## src/rtl/palette_ram.sv

```systemverilog
// Double-buffered colour palette: lookups read the front bank, writes fill the back bank,
// and a swap armed by swap_req takes effect at the next frame_start. Output is faded per channel.
module palette_ram #(
    parameter int INDEX_W = 3,
    parameter int CH_W    = 4
) (
    input  logic                 Clk,
    input  logic                 Reset,
    input  logic                 wr_en,
    input  logic [INDEX_W-1:0]   wr_addr,
    input  logic [3*CH_W-1:0]    wr_data,
    input  logic                 swap_req,
    input  logic                 frame_start,
    input  logic [CH_W-1:0]      fade_target,
    input  logic                 rd_valid,
    input  logic [INDEX_W-1:0]   palette_index,
    output logic [3*CH_W-1:0]    color,
    output logic                 color_valid,
    output logic                 active_bank,
    output logic                 swap_pending,
    output logic [CH_W-1:0]      fade_level
);

    localparam int DEPTH  = 2 ** INDEX_W;
    localparam int STAGES = 2;

    logic [3*CH_W-1:0] mem [0:1][0:DEPTH-1];
    logic [3*CH_W-1:0] s1_data;
    logic [3*CH_W-1:0] faded;
    logic [STAGES:1]   vld_pipe;
    logic              do_swap;

    // Reset table nibbles sit in the channel MSBs so wider channels keep the same hue.
    function automatic logic [3*CH_W-1:0] default_entry(input int idx);
        logic [11:0] nib;
        logic [CH_W-1:0] r, g, b;
        case (idx)
            0:       nib = 12'h8CF;
            1:       nib = 12'hB86;
            2:       nib = 12'hB74;
            3:       nib = 12'hA75;
            4:       nib = 12'h974;
            5:       nib = 12'h964;
            6:       nib = 12'h655;
            7:       nib = 12'h432;
            default: nib = 12'h000;
        endcase
        r = CH_W'(nib[11:8]) << (CH_W - 4);
        g = CH_W'(nib[7:4])  << (CH_W - 4);
        b = CH_W'(nib[3:0])  << (CH_W - 4);
        return {r, g, b};
    endfunction

    assign do_swap = frame_start && (swap_pending || swap_req);

    // Bank storage; the write target is the bank that is back before any swap at this edge.
    always_ff @(posedge Clk) begin
        if (Reset) begin
            for (int b = 0; b < 2; b++) begin
                for (int i = 0; i < DEPTH; i++) begin
                    mem[b][i] <= default_entry(i);
                end
            end
        end else if (wr_en) begin
            mem[~active_bank][wr_addr] <= wr_data;
        end
    end

    always_ff @(posedge Clk) begin
        if (Reset) begin
            active_bank  <= 1'b0;
            swap_pending <= 1'b0;
        end else if (do_swap) begin
            active_bank  <= ~active_bank;
            swap_pending <= 1'b0;
        end else if (swap_req) begin
            swap_pending <= 1'b1;
        end
    end

    always_ff @(posedge Clk) begin
        if (Reset) begin
            fade_level <= '0;
        end else if (frame_start) begin
            if (fade_level < fade_target) begin
                fade_level <= fade_level + 1'b1;
            end else if (fade_level > fade_target) begin
                fade_level <= fade_level - 1'b1;
            end
        end
    end

    // Saturating subtract per channel.
    always_comb begin
        faded = '0;
        for (int c = 0; c < 3; c++) begin
            if (s1_data[c*CH_W +: CH_W] > fade_level) begin
                faded[c*CH_W +: CH_W] = s1_data[c*CH_W +: CH_W] - fade_level;
            end
        end
    end

    always_ff @(posedge Clk) begin
        if (Reset) begin
            vld_pipe <= '0;
            s1_data  <= '0;
            color    <= '0;
        end else begin
            vld_pipe <= {vld_pipe[STAGES-1:1], rd_valid};
            if (rd_valid) begin
                s1_data <= mem[active_bank][palette_index];
            end
            if (vld_pipe[1]) begin
                color <= faded;
            end
        end
    end

    assign color_valid = vld_pipe[STAGES];

endmodule

```

## config.mk

```make
export PLATFORM = sky130hd
export DESIGN_NAME = palette_ram
export DESIGN_NICKNAME = d
export VERILOG_FILES = /design/src/rtl/palette_ram.sv
export SDC_FILE = /design/constraint.sdc
export NUM_CORES = 1
export LEC_CHECK = 0
export ABC_CLOCK_PERIOD_IN_PS = 3500
export CORE_MARGIN = 8
export CORE_UTILIZATION = 50
export DETAILED_ROUTE_END_ITERATION = 6
export PLACE_DENSITY_LB_ADDON = 0.12
export SLEW_MARGIN = 20
export SYNTH_ARGS = -nofsm -noshare
export SYNTH_HDL_FRONTEND = slang
export SYNTH_SLANG_ARGS = --single-unit
```

## constraint.sdc

```tcl
create_clock -name Clk -period 3.5 [get_ports Clk]
set_input_delay 0.525 -clock Clk [delete_from_list [all_inputs] [get_ports Clk]]
set_output_delay 0.525 -clock Clk [all_outputs]
set_load 0.02 [all_outputs]
```

==> impl_metrics.yaml, run 1 <==
run_status:
  result_of_the_run: "complete, no violations"
clock_tree:
  cts_made_buffers: 24
  clk_transition_reported_paths_ns: 0.06
  ctsLongestPathBuffers: 3
  tritoncts: "built"
  total_setup_buffers_inserted_after_cts: 0
  cts_max_level: 1
  sink_count_of_the_clock_tree: 225
  insertion_delay_ns: 0.51
  cts.hold.buffers_added: 0
  postcts_resize_cnt: 0
  cts.root.buffer_cell: "clkbuf_16"
cells_and_area:
  drive_gt1_frac: 0.0947
  design.final.nets: 867
  antenna_cells_inserted: 0
  finish.utilization: 0.585
  finish.cell_count_without_fillers: 1104
  area_growth_syn_to_layout_pct: 15.6
  final_area_um2: 11800
place:
  placed_insts: 1061
  preCtsSetupSlack_ns: 0.343
  detailed_place.area_um2: 10900
  dp_hpwl_um: 16000
  port_buffers: 46
  routabilityCongestion: 0.803
synthesis:
  synth_seq_area_share: 0.632
  yosysWarningCount: 0
  postSynthAreaPerCell_um2: 13.2
  syn-num-nets: 821
  postSynth.topFlopCell: "edfxtp_1"
  distinct_cell_type_count_of_the_synthesized_netlist: 42
  synth_seq_cells: 225
  synth-edff-count: 192
  synth_cells: 771
  syn-cell-area_um2: 10200
  synthArstFlopShare: 0
power_and_ir_drop:
  power.density_cell_area_nw_per_um2: 570
  vdd_drop_max_uv: 372
  p_leak_nw: 4.22
  total_chip_power_mw: 6.70
die:
  pin_count: 47
  core_region_area_um2: 20100
  initial_utilization: 0.506
  floorplan.rows: 52
  design.die.area_um2: 25100
  die_h_um: 159
  fp.dieW_um: 159
global_route:
  grt_max_degree: 49
  grt_util_all_layers: 0.195
  grt_pass1_vias: 6193
  grt_first_pass_wirelength_um: 36700
  grt.overflow.total: 0
  number_of_antenna_violations_at_the_first_check_in_global_routing: 0
timing:
  hold_violations: 0
  hold-worst-slack_ns: 0.452
  worstMarginPinSlew_ns: 0.819
  final.min_clock_period_ns: 2.72
  pins_over_their_slew_limit: 0
  timing.setup.tns_ns: 0
  setup_violations: 0
  final_worst_path_setup_slack_ns: 0.777
  timing.clock.skew_ns: 0.00835
  fmax_ghz: 0.367
  final_min_period_over_clock_period: 0.778
  slew_headroom: 0.451
  grt_setup_unrepaired: "no"
flow_run:
  max-cap-violations: 0
routing:
  drt-initial-drc-count: 404
  detail_route.wirelength.met1_um: 10800
  routed.top_layer: "met4"
  route.detailed.drc: 0
  drtAntennaViolNets: 0
  firstDrtPassIters: 5
  routedWlPerCell_um: 21.8
  dr_total_vias: 6188
  routed_wl_um: 24000
  wl_met3_um: 1080
  route.detailed.vias_per_inst: 5.61
  met2_length_um: 11600
worst_setup_path:
  cpMaxStageDelayCell: "dfxtp_1"
  setup.worst_path.start_class: "flop"
  critPathMaxStageDelay_ns: 0.62
  worst_path_maximum_fanout: 9
  critical_path.cell_chain: "ha_1 -> nand2b_1 -> a21o_1 -> nand2_1 -> ha_1 -> a21oi_1 -> nand4_1 -> a21oi_1 -> a41o_1 -> mux2_2"
  timing.critical_path.to_type: "flop"
  critical_path_class: "reg -> reg"
  worstPathRequired_ns: 3.90
  critPathArrivalTime_ns: 3.13
worst_hold_path:
  worst_hold_path_type: "reg -> reg"
==> cell usage after synthesis (2+ instances only) <==
cell | count | area [µm²]
buf_2 | 14 | 70.1
nand3_1 | 38 | 190
dfxtp_1 | 33 | 661
clkbuf_1 | 26 | 97.6
or2_2 | 8 | 50.1
o21a_1 | 3 | 22.5
and2_1 | 62 | 388
o21ai_0 | 13 | 65.1
ha_1 | 18 | 225
a22oi_1 | 36 | 270
or3_1 | 48 | 300
buf_6 | 5 | 56.3
o21bai_1 | 8 | 60.1
a21oi_1 | 19 | 95.1
nand2_1 | 44 | 165
and2_2 | 4 | 30.0
nand3b_1 | 2 | 15.0
nand4_1 | 5 | 31.3
inv_1 | 17 | 63.8
nor2_1 | 19 | 71.3
a21o_1 | 4 | 30.0
edfxtp_1 | 192 | 5770
buf_4 | 2 | 15.0
mux2i_1 | 96 | 961
o211ai_1 | 3 | 22.5
nand2b_1 | 20 | 125
nor2b_1 | 7 | 43.8
fa_1 | 4 | 80.1
xor2_1 | 8 | 70.1
==> worst max-delay path: cells and delay by family (launching register included) <==
family          cells  cell delay [ns]
fa+ha+maj           2             0.70
flops               1             0.62
compound gates      4             0.62
simple gates        3             0.35
mux                 1             0.32
==> sequential cells by signal (all words and copies together), names as in the netlist, named ones only <==
name          count
mem             192
color            12
s1_data          12
fade_level        4
vld_pipe          2
active_bank       1
swap_pending      1
==> logic make-up (layout without fill, tap and decap cells) <==
kind of cell / Yosys count / count (layout) / share of synthesized area
AOI/OAI and AO/OA: 89 / 89 / 0.0583
and+or+nand+nor: 265 / 265 / 0.146
DFF: 225 / 225 / 0.632
muxes: 97 / 97 / 0.0956
adders and majority gates: 22 / 22 / 0.0300
buffers and inverters: 64 / 127 / 0.0298
xor gates and xnor gates: 9 / 9 / 0.00776
==> placed cells by master (no fill, tap or decap), types with 4 or more instances in the layout <==
| master | instances |
|---|---|
| clkdlybuf4s50_1 | 45 |
| nor2_1 | 18 |
| or3_1 | 48 |
| nand2_1 | 44 |
| and2_2 | 4 |
| xor2_1 | 8 |
| bufinv_16 | 4 |
| clkbuf_16 | 26 |
| a22oi_1 | 36 |
| and2_1 | 62 |
| mux2i_1 | 96 |
| clkinv_1 | 6 |
| edfxtp_1 | 192 |
| a21oi_1 | 19 |
| ha_1 | 18 |
| nand3_1 | 38 |
| nand4_1 | 5 |
| a21o_1 | 4 |
| inv_1 | 17 |
| or2_2 | 8 |
| o21bai_1 | 8 |
| buf_4 | 21 |
| fa_1 | 4 |
| o21ai_0 | 13 |
| nor2b_1 | 5 |
| dfxtp_1 | 33 |
| nand2b_1 | 20 |
==> where the power goes <==
| group | leakage (nW) | switching (mW) | internal, mW |
|---|---|---|---|
| clock | 0.421 | 1.02 | 1.69 |
| sequential | 2.02 | 0.0787 | 3.07 |
| combinational | 1.78 | 0.495 | 0.342 |
==> worst paths after layout <==
kind | startpoint | end | slack [ns] | depth (start not counted)
setup / recovery | fade_level[1] | fade_level[3] | 0.78 | 10
hold / removal | color[5] | color[5] | 0.45 | 2
setup reg to reg | fade_level[1] | fade_level[3] | 0.78 | 10
hold reg to reg | color[5] | color[5] | 0.45 | 2
==> per-layer routing <==
metal,vias to the layer above,track usage
li1,2924,-
met1,3068,0.262
met2,152,0.323
met3,44,0.0274
met4,0,0.0552
met5,-,0
==> layout make-up <==
class,instances,area (µm²)
Multi-Input combinational cell,482,3440
Tap cell,270,338
Clock buffer,30,696
Timing Repair Buffer,67,628
Sequential cell,225,6430
Clock inverter,13,158
Inverter,17,63.8
Fill cell,1594,8350
No activity file was read; power rests on OpenSTA's default activity.
==> run 2, diff against run 1 <==
- ABC_CLOCK_PERIOD_IN_PS: 3500 -> 2530
- clock period: 3.5 -> 2.53 ns (I/O delays scaled with it)
==> run 2 against run 1 <==
Effect of this change: utilization increased by 0.22 points; critical path type is now in -> reg; clock skew rose by 0.0021 ns; count of clock-buffer cells in the layout up 3; largest power group unchanged; sequential cell count is the same; clock power increased by 15%.
==> impl_metrics.yaml, run 2 (synthesis gave the netlist of run 1 again) <==
flow_run:
  max-cap-violations: 0
cells_and_area:
  flip_flop_and_latch_area_um2: 6430
  largest_register_ff_count: 192
  mostFrequentLayoutCell: "edfxtp_1"
  most_frequent_cells_in_the_layout: "edfxtp_1, mux2i_1, and2_1"
  antenna_cells_inserted: 0
  max_flop_register: "mem"
  multi_input_area_um2: 3440
  top_regs: "mem: 192 flops, color: 12 flops, s1_data: 12 flops"
  design.final.nets: 893
  drive_gt1_frac: 0.119
  n_fill_cell: 1624
  final_area_um2: 11800
  area_growth_syn_to_layout_pct: 16.1
die:
  core_region_area_um2: 20100
  floorplan.rows: 52
  design.die.area_um2: 25100
  fp.dieW_um: 159
  initial_utilization: 0.506
  pin_count: 47
  die_h_um: 159
worst_setup_path:
  setup.worst_path.start_class: "input pin"
  worstPathRequired_ns: 2.93
  critical-path-top-cell-by-count: "a21oi_1"
  critical-path-top-delay-family: "compound AO/OA/AOI/OAI gates"
  worst_path_maximum_fanout: 3
  cpMaxStageDelayCell: "clkdlybuf4s50_1"
  critical_path.cell_chain: "clkdlybuf4s50_1 -> inv_1 -> ha_1 -> a21oi_1 -> nand2_1 -> ha_1 -> a21oi_1 -> nand4_1 -> a21oi_1 -> a41o_1 -> mux2_2"
  critPathArrivalTime_ns: 2.69
  worst-path-buf-inv: 2
  critPathMaxStageDelay_ns: 0.46
  critical_path_class: "in -> reg"
  timing.critical_path.to_type: "flop"
timing:
  pins_over_their_slew_limit: 0
  worstMarginPinSlew_ns: 0.834
  hold_violations: 0
  final.min_clock_period_ns: 2.29
  setup_violations: 0
  grt_setup_unrepaired: "no"
  slew_headroom: 0.443
  fmax_ghz: 0.436
  final_min_period_over_clock_period: 0.906
  timing.clock.skew_ns: 0.0104
global_route:
  gr-usage-met1: 0.257
  top_usage_layer: "met2"
  grt_max_degree: 49
  grtUsageMet3: 0.0337
  grt.overflow.total: 0
  number_of_antenna_violations_at_the_first_check_in_global_routing: 1
  grt_first_pass_wirelength_um: 36700
  grt_util_met2: 0.326
  grt_util_all_layers: 0.197
  grt_pass1_vias: 6297
routing:
  drt-initial-drc-count: 361
  route.detailed.drc: 0
  routed_wl_um: 24200
  routedWlPerCell_um: 21.4
  dr_total_vias: 6304
  route.detailed.vias_per_inst: 5.58
  drtAntennaViolNets: 0
  firstDrtPassIters: 5
power_and_ir_drop:
  power.density_cell_area_nw_per_um2: 738
  p_leak_nw: 4.27
  total_chip_power_mw: 8.71
  vdd_drop_max_uv: 527
clock_tree:
  postcts_resize_cnt: 0
  sink_count_of_the_clock_tree: 225
  cts_max_level: 1
  tritoncts: "built"
  cts_made_buffers: 23
  clk_transition_reported_paths_ns: 0.06
  cts.hold.buffers_added: 0
  ctsLongestPathBuffers: 3
  total_setup_buffers_inserted_after_cts: 0
  insertion_delay_ns: 0.51
  cts.root.buffer_cell: "clkbuf_16"
place:
  port_buffers: 46
  routabilityCongestion: 0.828
  detailed_place.area_um2: 11100
  dp_hpwl_um: 16200
worst_hold_path:
  worst_hold_path_type: "reg -> reg"
run_status:
  result_of_the_run: "complete, no violations"
==> run 2: cell types whose count changed in the layout (fill, tap and decap cells not counted), moves of 3 or more <==
cell,before,now
buf_4,21,47
bufinv_16,4,0
clkbuf_16,26,23
clkbuf_1,1,8
clkinv_1,6,3
==> run 2: power by group <==
part | switching (mW) | internal (mW)
sequential | 0.0828 | 4.25
clock | 1.37 | 1.74
combinational | 0.731 | 0.541
total | 2.18 | 6.53
==> run 2: worst min-delay path, stage by stage, from the launching register on <==
cell,delay [ns]
dfxtp_1,0.32
nand2_1,0.04
o21ai_0,0.05
==> run 2: worst paths after layout <==
check            startpoint            end  slack [ns]  depth (start not counted)
max          fade_target[3]  fade_level[3]        0.24                         11
min                color[9]       color[9]        0.46                          2
min reg2reg        color[9]       color[9]        0.46                          2
max reg2reg   fade_level[3]  fade_level[3]        0.26                          9
==> run 2: final cells by class <==
type                    instances  share of cell area
well taps                     270              0.0286
clock buffers                  33              0.0537
repair buffers                 94              0.0715
multi-input cells             482               0.292
flip-flops and latches        225               0.545
inverters                      17             0.00541
clock inverters                 9             0.00403
==> run 2: layer usage <==
layer	vias to the layer above	routed length, µm
met3	37	1280
met4	2	631
met2	172	11700
met5	-	13
li1	2980	-
met1	3113	10600
==> run 2: stage by stage <==
| stage | setup WS (ns) | instances | hold WS (ns) | TNS, ns | util |
|---|---|---|---|---|---|
| final | 0.239 | 1130 | 0.455 | 0 | 0.587 |
| after global routing | 0.117 | 1130 | 0.486 | 0 | 0.587 |
| after CTS | 0.258 | 1130 | 0.442 | 0 | 0.587 |
| after detailed placement | -0.274 | 1088 | 0.448 | -0.398 | 0.553 |
| after global placement | -0.206 | 1088 | 0.436 | -0.236 | 0.553 |
| after floorplan | 0.0554 | 771 | 0.426 | 0 | - |
==> run 3, diff against run 2 <==
- CORE_UTILIZATION: 50 -> 45
- SLEW_MARGIN: 20 -> unset
==> run 3 against run 2 <==
Effect of this change: clock skew grew 0.0011 ns; sequential share of layout area shrank 0.58 points; non-clock buffer count shrank 4; routed wire length grew 1.3%; first-iteration DRC count grew 27%; utilization shrank 5.5 points; largest cell class unchanged.
==> impl_metrics.yaml, run 3 (synthesis gave the netlist of run 1 again) <==
die:
  design.die.area_um2: 27700
  core_region_area_um2: 22400
  floorplan.rows: 55
  pin_count: 47
  fp.dieW_um: 166
  die_h_um: 166
  initial_utilization: 0.453
power_and_ir_drop:
  vdd_drop_max_uv: 470
  p_leak_nw: 4.31
  power.density_cell_area_nw_per_um2: 755
  total_chip_power_mw: 9.00
cells_and_area:
  design.final.nets: 891
  finish.utilization: 0.531
  most_frequent_cells_in_the_layout: "edfxtp_1, mux2i_1, and2_1"
  top_regs: "mem: 192 flops, color: 12 flops, s1_data: 12 flops"
  drive_gt1_frac: 0.113
  mostFrequentLayoutCell: "edfxtp_1"
  final_area_um2: 11900
  area_growth_syn_to_layout_pct: 17.3
  largest_register_ff_count: 192
  flip_flop_and_latch_area_um2: 6430
  n_fill_cell: 1940
  max_flop_register: "mem"
  multi_input_area_um2: 3440
place:
  dp_hpwl_um: 16300
  routabilityCongestion: 0.808
  detailed_place.area_um2: 11200
  port_buffers: 46
timing:
  slew_headroom: 0.411
  final_min_period_over_clock_period: 0.902
  worstMarginPinSlew_ns: 0.882
  fmax_ghz: 0.438
  pins_over_their_slew_limit: 0
  timing.clock.skew_ns: 0.0116
  setup_violations: 0
  final.min_clock_period_ns: 2.28
  grt_setup_unrepaired: "no"
  hold_violations: 0
worst_setup_path:
  worst_r2r_endpoint: "fade_level[3]"
  critPathMaxStageDelay_ns: 0.45
  worstPathRequired_ns: 2.94
  worst-path-buf-inv: 2
  reg2reg_setup_slack_ns: 0.28
  worst_path_maximum_fanout: 3
  critical-path-top-delay-family: "adder cells"
  cpMaxStageDelayCell: "clkdlybuf4s50_1"
  worst_r2r_path_depth: 10
  critPathArrivalTime_ns: 2.69
  critical_path.cell_chain: "clkdlybuf4s50_1 -> inv_1 -> ha_1 -> nand2b_1 -> a21o_1 -> nand2_1 -> ha_1 -> a21oi_1 -> nand4_1 -> a21oi_1 -> a41o_1 -> mux2_2"
  worst-path-stages: 12
  crit_start: "fade_target[1]"
  setup.worst_path.start_class: "input pin"
  regToRegStartpoint: "fade_level[3]"
  critical_path_class: "in -> reg"
  timing.critical_path.to_type: "flop"
routing:
  routedWlPerCell_um: 21.4
  drt-initial-drc-count: 459
  dr_total_vias: 6215
  route.detailed.vias_per_inst: 5.44
  routed_wl_um: 24500
  firstDrtPassIters: 5
  drtAntennaViolNets: 0
  route.detailed.drc: 0
clock_tree:
  insertion_delay_ns: 0.53
  cts.hold.buffers_added: 0
  ctsLongestPathBuffers: 3
  sink_count_of_the_clock_tree: 225
  cts.root.buffer_cell: "clkbuf_16"
  total_setup_buffers_inserted_after_cts: 0
  clk_transition_reported_paths_ns: 0.06
  cts_max_level: 1
  tritoncts: "built"
  cts_made_buffers: 25
  postcts_resize_cnt: 0
flow_run:
  max-cap-violations: 0
worst_hold_path:
  whs_endpoint: "swap_pending"
  worst_hold_path_type: "in -> reg"
  hold_path_startpoint: "swap_req"
  hold_depth: 3
global_route:
  grt_util_all_layers: 0.175
  grt_max_degree: 53
  grt.overflow.total: 0
  grt_first_pass_wirelength_um: 37800
  grt_pass1_vias: 6316
  number_of_antenna_violations_at_the_first_check_in_global_routing: 1
run_status:
  result_of_the_run: "complete, no violations"
## run 3: per-layer routing
layer  track usage  vias up  wire length [µm]
met3        0.0259       30              1010
met2         0.310      121             12300
met4        0.0353        0               394
li1              -     2984                 -
met5             0        -                 0
met1         0.226     3080             10800
## run 3: area by class of cell
cell class,count,area share
Clock inverter,8,0.00756
Inverter,17,0.00535
Multi-Input combinational cell,482,0.289
Clock buffer,35,0.0556
Antenna cell,1,0.000210
Sequential cell,225,0.539
Tap cell,285,0.0299
Timing Repair Buffer,90,0.0735
## run 3: through the flow
stage | hold WS [ns] | TNS [ns] | worst slack [ns] | instances
after CTS | 0.436 | 0 | 0.268 | 1142
after detailed placement | 0.445 | -0.436 | -0.286 | 1099
after global routing | 0.463 | 0 | 0.0623 | 1142
after global placement | 0.443 | -0.282 | -0.234 | 1099
final | 0.453 | 0 | 0.247 | 1143
after floorplan | 0.426 | 0 | 0.0554 | 771
## run 3: tightest hold or removal path: cells and delay by family
kind | cells | cell delay (ns)
buffers and inverters | 1 | 0.41
and+or+nand+nor | 2 | 0.14
## run 3: where the power goes
part           switching [mW]  internal [mW]  leakage [nW]
sequential             0.0891           4.25          2.02
combinational           0.719          0.546          1.92
clock                    1.38           2.02         0.365
total                    2.19           6.81          4.31
## run 3: worst max-delay path by stage
stage	endpoint	slack [ns]
6_report	fade_level[3]	0.25
5_1_grt	fade_level[3]	0.06
4_1_cts	fade_level[3]	0.27
3_5_place_dp	fade_level[3]	-0.29
3_3_place_gp	fade_level[3]	-0.23
2_1_floorplan	fade_level[3]	0.06
